[config.mk]
export PLATFORM = sky130hd
export DESIGN_NAME = cim_sched
export DESIGN_NICKNAME = d
export VERILOG_FILES = /design/src/rtl/cim_pkg.sv /design/src/rtl/cim_psum_delay.sv /design/src/rtl/cim_sched.sv
export SDC_FILE = /design/constraint.sdc
export NUM_CORES = 1
export LEC_CHECK = 0
export CORE_AREA = 3 3 249 251
export CTS_CLUSTER_DIAMETER = 60
export DETAILED_ROUTE_END_ITERATION = 6
export DIE_AREA = 0 0 252 254
export DONT_BUFFER_PORTS = 1
export GPL_TIMING_DRIVEN = 0
export PLACE_DENSITY = 0.37
export RECOVER_POWER = 50
export SYNTH_ARGS = -nofsm -noshare
export SYNTH_HDL_FRONTEND = slang
export SYNTH_HIERARCHICAL = 1
export SYNTH_SLANG_ARGS = --single-unit
export TNS_END_PERCENT = 100
[constraint.sdc]
create_clock -name clk -period 12.25 [get_ports clk]
set_input_delay 1.8375 -clock clk [delete_from_list [all_inputs] [get_ports clk]]
set_output_delay 1.8375 -clock clk [all_outputs]
set_load 0.1 [all_outputs]
[src/rtl/cim_pkg.sv]
// Shared constants and state types for the CIM scheduler.
//   N_CORE/CORE_AW : number of CIM cores and the core address width
//   ROWS/ROW_AW    : weight rows per core and the row address width
//   W_WIDTH        : width of one weight row (72 x 4b)
//   BEAT_W         : width of the activation beat count
package cim_pkg;
  localparam int N_CORE  = 8;
  localparam int CORE_AW = 3;
  localparam int ROWS    = 64;
  localparam int ROW_AW  = 6;
  localparam int W_WIDTH = 288;
  localparam int BEAT_W  = 8;

  typedef enum logic [1:0] {S_IDLE, S_LOAD, S_READ} st_state_t;
  typedef enum logic {C_IDLE, C_RUN} cmp_state_t;
endpackage

[src/rtl/cim_psum_delay.sv]
// Models the CIM unit's PSUM latency: a PSUM_LAT-deep shift register that
// turns the activation strobe into psum_valid and the last-beat flag into
// cmp_done.
//   clk, rst   : clock, asynchronous active-high reset
//   act_en     : activation beat strobe presented to the CIM unit
//   act_last   : act_en qualified with "this is the final beat"
//   psum_valid : act_en delayed by PSUM_LAT cycles
//   cmp_done   : act_last delayed by PSUM_LAT cycles
module cim_psum_delay #(
  parameter int PSUM_LAT = 1
) (
  input  logic clk,
  input  logic rst,
  input  logic act_en,
  input  logic act_last,
  output logic psum_valid,
  output logic cmp_done
);
  logic [PSUM_LAT-1:0] v_pipe;
  logic [PSUM_LAT-1:0] l_pipe;

  always_ff @(posedge clk or posedge rst) begin
    if (rst) begin
      v_pipe <= '0;
      l_pipe <= '0;
    end else begin
      v_pipe[0] <= act_en;
      l_pipe[0] <= act_last;
      for (int i = 1; i < PSUM_LAT; i++) begin
        v_pipe[i] <= v_pipe[i-1];
        l_pipe[i] <= l_pipe[i-1];
      end
    end
  end

  assign psum_valid = v_pipe[PSUM_LAT-1];
  assign cmp_done   = l_pipe[PSUM_LAT-1];
endmodule

[src/rtl/cim_sched.sv]
// Scheduler in front of the CIM unit. Runs a storage engine (64-row weight
// load or single-row readback over the standby port) and a compute engine
// (N activation beats) concurrently, enforcing ping-pong use of the cores and
// tracking per-core weight validity.
//   ld_start/ld_core, w_valid/w_ready/w_data : weight load request and beats
//   rd_req/rd_core/rd_row, rd_valid          : single-row readback
//   cmp_start/cmp_core/cmp_beats             : compute request
//   psum_valid, cmp_done                     : PSUM timing, final PSUM pulse
//   busy_ld, busy_cmp, err_reject            : engine status, reject pulse
//   core_valid                               : bitmap of fully loaded cores
//   STDW/STDR/STD_Core_A/STD_row_A/weight_in : registered standby port
//   CIM_Core_A, act_en                       : registered compute port
//
// Handshake: a weight beat transfers on every rising edge where
// w_valid & w_ready; w_ready is high exactly while the load engine is active,
// w_valid may drop at any time (the row is simply held), and w_data need only
// be stable on transfer cycles.
module cim_sched
  import cim_pkg::*;
#(
  parameter int PSUM_LAT = 1
) (
  input  logic               clk,
  input  logic               rst,
  input  logic               ld_start,
  input  logic [CORE_AW-1:0] ld_core,
  input  logic               w_valid,
  output logic               w_ready,
  input  logic [W_WIDTH-1:0] w_data,
  input  logic               rd_req,
  input  logic [CORE_AW-1:0] rd_core,
  input  logic [ROW_AW-1:0]  rd_row,
  output logic               rd_valid,
  input  logic               cmp_start,
  input  logic [CORE_AW-1:0] cmp_core,
  input  logic [BEAT_W-1:0]  cmp_beats,
  output logic               psum_valid,
  output logic               cmp_done,
  output logic               busy_ld,
  output logic               busy_cmp,
  output logic               err_reject,
  output logic [N_CORE-1:0]  core_valid,
  output logic               STDW,
  output logic               STDR,
  output logic [CORE_AW-1:0] STD_Core_A,
  output logic [ROW_AW-1:0]  STD_row_A,
  output logic [W_WIDTH-1:0] weight_in,
  output logic [CORE_AW-1:0] CIM_Core_A,
  output logic               act_en
);
  st_state_t          st_state, st_nxt;
  cmp_state_t         cmp_state, cs_nxt;
  logic [ROW_AW-1:0]  row_cnt, row_nxt;
  logic [BEAT_W-1:0]  beat_cnt, beat_nxt;
  logic [CORE_AW-1:0] core_a_nxt, cim_nxt;
  logic [ROW_AW-1:0]  row_a_nxt;
  logic [W_WIDTH-1:0] wdat_nxt;
  logic [N_CORE-1:0]  valid_nxt;
  logic stdw_nxt, stdr_nxt, rdv_nxt, act_nxt, busy_nxt, err_nxt;
  logic ld_ok, rd_ok, cmp_ok, act_last;

  // Compute is judged first; a load aimed at the core that compute grabs in
  // the same cycle, or at the core currently computing, is a conflict.
  always_comb begin
    cmp_ok = cmp_start && !busy_cmp && (cmp_beats != '0) && core_valid[cmp_core];
    ld_ok  = ld_start && (st_state == S_IDLE)
             && !(busy_cmp && (ld_core == CIM_Core_A))
             && !(cmp_ok && (cmp_core == ld_core));
    rd_ok  = rd_req && (st_state == S_IDLE) && !ld_start;
    err_nxt = (ld_start && !ld_ok) || (rd_req && !rd_ok) || (cmp_start && !cmp_ok);
  end

  // Storage engine next state and registered standby-port values.
  always_comb begin
    st_nxt     = st_state;
    row_nxt    = row_cnt;
    core_a_nxt = STD_Core_A;
    row_a_nxt  = STD_row_A;
    wdat_nxt   = weight_in;
    valid_nxt  = core_valid;
    stdw_nxt   = 1'b0;
    stdr_nxt   = 1'b0;
    rdv_nxt    = 1'b0;
    case (st_state)
      S_IDLE: begin
        if (ld_ok) begin
          st_nxt             = S_LOAD;
          core_a_nxt         = ld_core;
          row_nxt            = '0;
          valid_nxt[ld_core] = 1'b0;
        end else if (rd_ok) begin
          st_nxt     = S_READ;
          stdr_nxt   = 1'b1;
          core_a_nxt = rd_core;
          row_a_nxt  = rd_row;
        end
      end
      S_LOAD: begin
        if (w_valid) begin
          stdw_nxt  = 1'b1;
          row_a_nxt = row_cnt;
          wdat_nxt  = w_data;
          // Wraps to 0 after the final row.
          row_nxt   = row_cnt + ROW_AW'(1);
          if (row_cnt == ROW_AW'(ROWS - 1)) begin
            valid_nxt[STD_Core_A] = 1'b1;
            st_nxt                = S_IDLE;
          end
        end
      end
      S_READ: begin
        rdv_nxt = 1'b1;
        st_nxt  = S_IDLE;
      end
      default: st_nxt = S_IDLE;
    endcase
  end

  // Compute engine: act_en is high while in C_RUN; beat_cnt counts the
  // remaining beats including the current one.
  always_comb begin
    cs_nxt   = cmp_state;
    beat_nxt = beat_cnt;
    cim_nxt  = CIM_Core_A;
    act_nxt  = 1'b0;
    busy_nxt = busy_cmp;
    case (cmp_state)
      C_IDLE: begin
        if (cmp_ok) begin
          cs_nxt   = C_RUN;
          cim_nxt  = cmp_core;
          beat_nxt = cmp_beats;
          act_nxt  = 1'b1;
        end
      end
      C_RUN: begin
        beat_nxt = beat_cnt - BEAT_W'(1);
        if (beat_cnt == BEAT_W'(1)) cs_nxt = C_IDLE;
        else act_nxt = 1'b1;
      end
      default: cs_nxt = C_IDLE;
    endcase
    // busy_cmp covers the PSUM tail and drops right after cmp_done.
    if (cmp_ok) busy_nxt = 1'b1;
    else if (cmp_done) busy_nxt = 1'b0;
  end

  always_ff @(posedge clk or posedge rst) begin
    if (rst) begin
      st_state   <= S_IDLE;
      cmp_state  <= C_IDLE;
      row_cnt    <= '0;
      beat_cnt   <= '0;
      STD_Core_A <= '0;
      STD_row_A  <= '0;
      weight_in  <= '0;
      core_valid <= '0;
      STDW       <= 1'b0;
      STDR       <= 1'b0;
      rd_valid   <= 1'b0;
      CIM_Core_A <= '0;
      act_en     <= 1'b0;
      busy_cmp   <= 1'b0;
      err_reject <= 1'b0;
    end else begin
      st_state   <= st_nxt;
      cmp_state  <= cs_nxt;
      row_cnt    <= row_nxt;
      beat_cnt   <= beat_nxt;
      STD_Core_A <= core_a_nxt;
      STD_row_A  <= row_a_nxt;
      weight_in  <= wdat_nxt;
      core_valid <= valid_nxt;
      STDW       <= stdw_nxt;
      STDR       <= stdr_nxt;
      rd_valid   <= rdv_nxt;
      CIM_Core_A <= cim_nxt;
      act_en     <= act_nxt;
      busy_cmp   <= busy_nxt;
      err_reject <= err_nxt;
    end
  end

  assign w_ready  = (st_state == S_LOAD);
  assign busy_ld  = (st_state != S_IDLE);
  assign act_last = act_en && (beat_cnt == BEAT_W'(1));

  cim_psum_delay #(.PSUM_LAT(PSUM_LAT)) u_psum (
    .clk        (clk),
    .rst        (rst),
    .act_en     (act_en),
    .act_last   (act_last),
    .psum_valid (psum_valid),
    .cmp_done   (cmp_done)
  );
endmodule

Word-level counts from Yosys, hierarchy flattened
Index checks and enable logic that the tools add are counted.

Register bits after elaboration: 332. Output and inout port bits: 318. Logic and storage cells: 115. Bits of input ports: 317.

Bitwise operators: 4. Order comparisons: 5. Reductions and logical operators: 38. Equality and inequality tests: 13. Muxes and demuxes: 37. Add/subtract/negate cells: 2.

Operators by type and width (number): 8-bit two-way mux (4); 8-bit one-hot mux with 2 select lines (2); 6-bit two-way mux (5); 6-bit one-hot mux with 2 select lines (2); 1-bit logical AND (16); 1-bit two-way mux (13); 3-bit by 4-bit < comparator with 1-bit output (second input constant) (3); 2-bit != test (second input constant) (5); 8-bit bitwise AND (1); 8-bit by 1-bit equality test with 1-bit output (second input constant) (1); 2-bit two-way mux (4); 8-bit inverter (1); 8-bit OR (1); 4-bit AND reduction (2); 2-bit nonzero test (4); 8-bit nonzero test (1); 8-bit by 1-bit subtractor with 8-bit output (second input constant) (1); 1-bit zero test (7); 6-bit by 1-bit adder with 6-bit output (second input constant) (1); 1-bit demux with 3-bit select (2); 3-bit equality test (2); 6-bit equality test (second input constant) (1); 3-bit by 1-bit greater-or-equal comparator with 1-bit output (second input constant) (2); 3-bit two-way mux (2); 12 further kinds (16).

Longest topological paths before layout
Depth in word-level cells: 11. Mapped depth: 8. Gate-level depth less buffers: 7.

By module
Netlist, hierarchy kept.

By module, submodules not included: cim_sched (area an instance 12979.9 um2, cells an instance 1469, instances 1, seq. area each 8257.9 um2); cim_psum_delay (area an instance 53.8 um2, cells an instance 3, instances 1, seq. area each 50.0 um2).

Worst setup path before layout
Ideal clock, no wire load.

Path kind: in2reg. From: in cmp_core[1]. To: reg CIM_Core_A[0]. Library setup time: 126 ps. Stages on the path: 8. Data required time: 12124 ps. Path buffers: 3. Arrival: 3375 ps. Setup slack: 8748 ps. Path through: buf_6 > mux4_2 > nand2b_1 > and4_4 > buf_6 > and2_4 > buf_6 > mux2_4.

Longest elaborated chain between the ends: 4.

RTL lines: from (decl) (RTL line cim_sched.sv:35) `input logic [CORE_AW-1:0] cmp_core,`; 1-bit binary-select mux with 3-bit select (RTL line cim_sched.sv:65) `cmp_ok = cmp_start && !busy_cmp && (cmp_beats != '0) && core_valid[cmp_core];`; 1-bit two-way mux (not written as such) (RTL line cim_sched.sv:65); 1-bit logical AND (RTL line cim_sched.sv:65); 2-bit AND reduction (no line); to (signal assigned) (RTL line cim_sched.sv:177) `CIM_Core_A <= cim_nxt;`; to (decl) (RTL line cim_sched.sv:48) `output logic [CORE_AW-1:0] CIM_Core_A,`.

Every way passes these cells. The select of a mux whose other input is x is not followed. A chain may end at the register's enable or synchronous reset.

==> results.cfg <==
[hold_path]
holdPathStages = 1
hp-start = st_state[0]$_DFFE_PP0P_
hold_path.class = reg2reg
whs_endpoint = rd_valid$_DFF_PP0_

[clocking]
numCtsBuffers = 45
cts_hold_buf = 0
cts_setup_buffers = 0
clock-sinks = 332
clkLatencyLatePin_ps = 560
clock-root-buffer = clkbuf_16
post_cts_resized = 0
clk_pin_slew_ps = 60
cts_tree = built
h-tree-depth = 2
cts_buffer_depth = 3

[detailed_routing]
wl_um = 49900
drc = 0
ant_nets = 0
num_vias = 9820
vias_per_cell = 4.19
dr.pass1.iters = 4
dr.first_iter.drc_count = 625
drt-wirelength-per-cell_um = 21.3

[placed_design]
portBuffers = 0
dp_hpwl_um = 39000
place_area_mm2 = 0.0141
gp_congestion = 0.821

[yosys]
async_flop_share_pct = 100
synth_top_area_share_pct = 63.7
postSynthAreaPerCell_um2 = 8.85
synth_nets = 1792
ys_warn_count = 6
synth_commonest_cells = nand2_1 (897), dfrtp_1 (332), clkbuf_1 (72), nor2_1 (24), inv_1 (21)
ys_ff_latch = 332
yosys.area.top_type = dfrtp_1
yosys.cell_count.top_type = nand2_1
synth-edff-count = 0
synth_cell_types = 43
synthTopCellsByArea = dfrtp_1 (64%), nand2_1 (26%), clkbuf_1 (2.1%)
synth_flop_cell = dfrtp_1
synth_cells = 1472
ys_seq_area_share_pct = 63.7
syn-cell-area_mm2 = 0.0130

[floorplanning]
num_rows = 90
num_io_pins = 635
start_util_pct = 21.7
fp.dieW_um = 252
fp.dieArea_mm2 = 0.0640
coreArea_mm2 = 0.0601
fp.dieH_um = 254

[timing]
setup_viol = 0
slew_headroom_pct = -138
tightestPinTransition_ps = 3570
fmax_ghz = 0.160
post-route-period-util_pct = 51.0
whs_ps = 469
rsz0062_at_grt = no
skew_ps = 17.8
min_period_ps = 6250
finalHoldViolations = 0
slew_viol_final = 123

[global_routing]
grt_pass1_wl_um = 70700
antenna_found_initial = 11
grt_pass1_vias = 10200
grt_overflow_total = 0
grt_max_degree = 121
grt_usage_pct = 15.0

[critical_path]
worstPathMaxFanout = 66
crit_arrival_ps = 6100
reg2reg_to = CIM_Core_A[0]$_DFFE_PP0P_
r2r_cells = 7
worstSetupPathType = in2async
r2r-start = core_valid[3]$_DFFE_PP0P_
crit_family = buffers and inverters
worstSetupStartpointType = input pin
endpoint_kind = asynchronous set/reset pin
critPathBufInv = 2
critPathSlowestCell = clkbuf_1
path_cells = clkinvlp_2, clkbuf_1
critPathMaxStageDelay_ps = 2600
crit_required_ps = 12100
r2r_setup_slack_ps = 9180

[final_layout]
fill_cells = 6503
layout-drive-gt1-share_pct = 5.47
stdcell_area_mm2 = 0.0156
fin_nets = 1842
area_delta_synth_final_pct = 19.3

[outcome]
status = finished with violations
violations = capacitance limit, slew limit

[run]
maxCapViolations = 2
## stage by stage
step                setup WS [ps]  utilization (%)  cells  setup TNS [ps]
detailed placement           8320             23.5   2257               0
global placement            -3290             23.3   2254        -1070570
finish                       6000             25.9   2341               0
CTS                          8480             25.9   2336               0
global route                 4920             25.8   2336               0
floorplan                    1270                -   1472               0
## layout by cell type (no fill, tap or decap), drive strengths merged, types with 5 or more instances in the layout
cell	Yosys	routed
a211oi	5	5
a21oi	8	8
a31oi	10	10
and2	5	5
clkbuf	72	135
clkinv	2	12
dfrtp	332	332
diode	0	5
inv	21	26
mux2i	5	5
nand2	897	897
nand4	9	9
nor2	24	24
o21ai	18	18
xor2	7	7
## routing by layer
layer	GRT usage, %	routed length (µm)
met5	0	87
met2	25.7	24800
met4	4.56	1360
met1	15.9	18100
met3	7.93	5530
## final cells by class
class / count / area (µm²) / area share (%)
repair buffers: 3 / 58.8 / 0.378
plain buffers: 77 / 290 / 1.87
clock inverters: 21 / 213 / 1.37
inverters: 23 / 87.6 / 0.563
clock buffers: 58 / 1290 / 8.27
diodes: 5 / 12.5 / 0.0804
well taps: 782 / 978 / 6.29
flip-flops and latches: 332 / 8310 / 53.4
multi-input cells: 1040 / 4320 / 27.8
## worst max-delay path by stage
stage | to | slack [ps] | start | cells after the start
5_1_grt | weight_in[55]$_DFFE_PP0P_ | 4920 | rst | 2
3_3_place_gp | weight_in[214]$_DFFE_PP0P_ | -3290 | rst | 1
6_report | weight_in[55]$_DFFE_PP0P_ | 6000 | rst | 2
3_5_place_dp | weight_in[90]$_DFFE_PP0P_ | 8320 | w_valid | 5
4_1_cts | w_ready | 8480 | st_state[1]$_DFFE_PP0P_ | 3
2_1_floorplan | CIM_Core_A[0]$_DFFE_PP0P_ | 1270 | rst | 1
## kinds of logic (layout without fill, tap and decap cells)
group                    Yosys count  in the layout  synth area share, %
other                              0              5                    0
adder cells (fa/ha/maj)            3              3                0.288
flip-flops                       332            332                 63.7
XOR/XNOR                          10             10                0.672
multiplexers                      10             10                0.989
AND/OR/NAND/NOR                  964            964                 28.7
buffers and inverters            100            182                 3.06
AO/OA/AOI/OAI                     53             53                 2.55
## sequential cells by signal, indices dropped and copies added, names as in the netlist
signal and flops:
STDW 1, row_cnt 6, cmp_state 1, st_state 2, u_psum/cmp_done 1, core_valid 8
u_psum/psum_valid 1, STD_Core_A 3, STD_row_A 6, CIM_Core_A 3, err_reject 1, busy_cmp 1
rd_valid 1, STDR 1, weight_in 288, beat_cnt 8
Power is not shown: default switching activity piles up to over one toggle a cycle in this logic, so the estimate is an artifact.
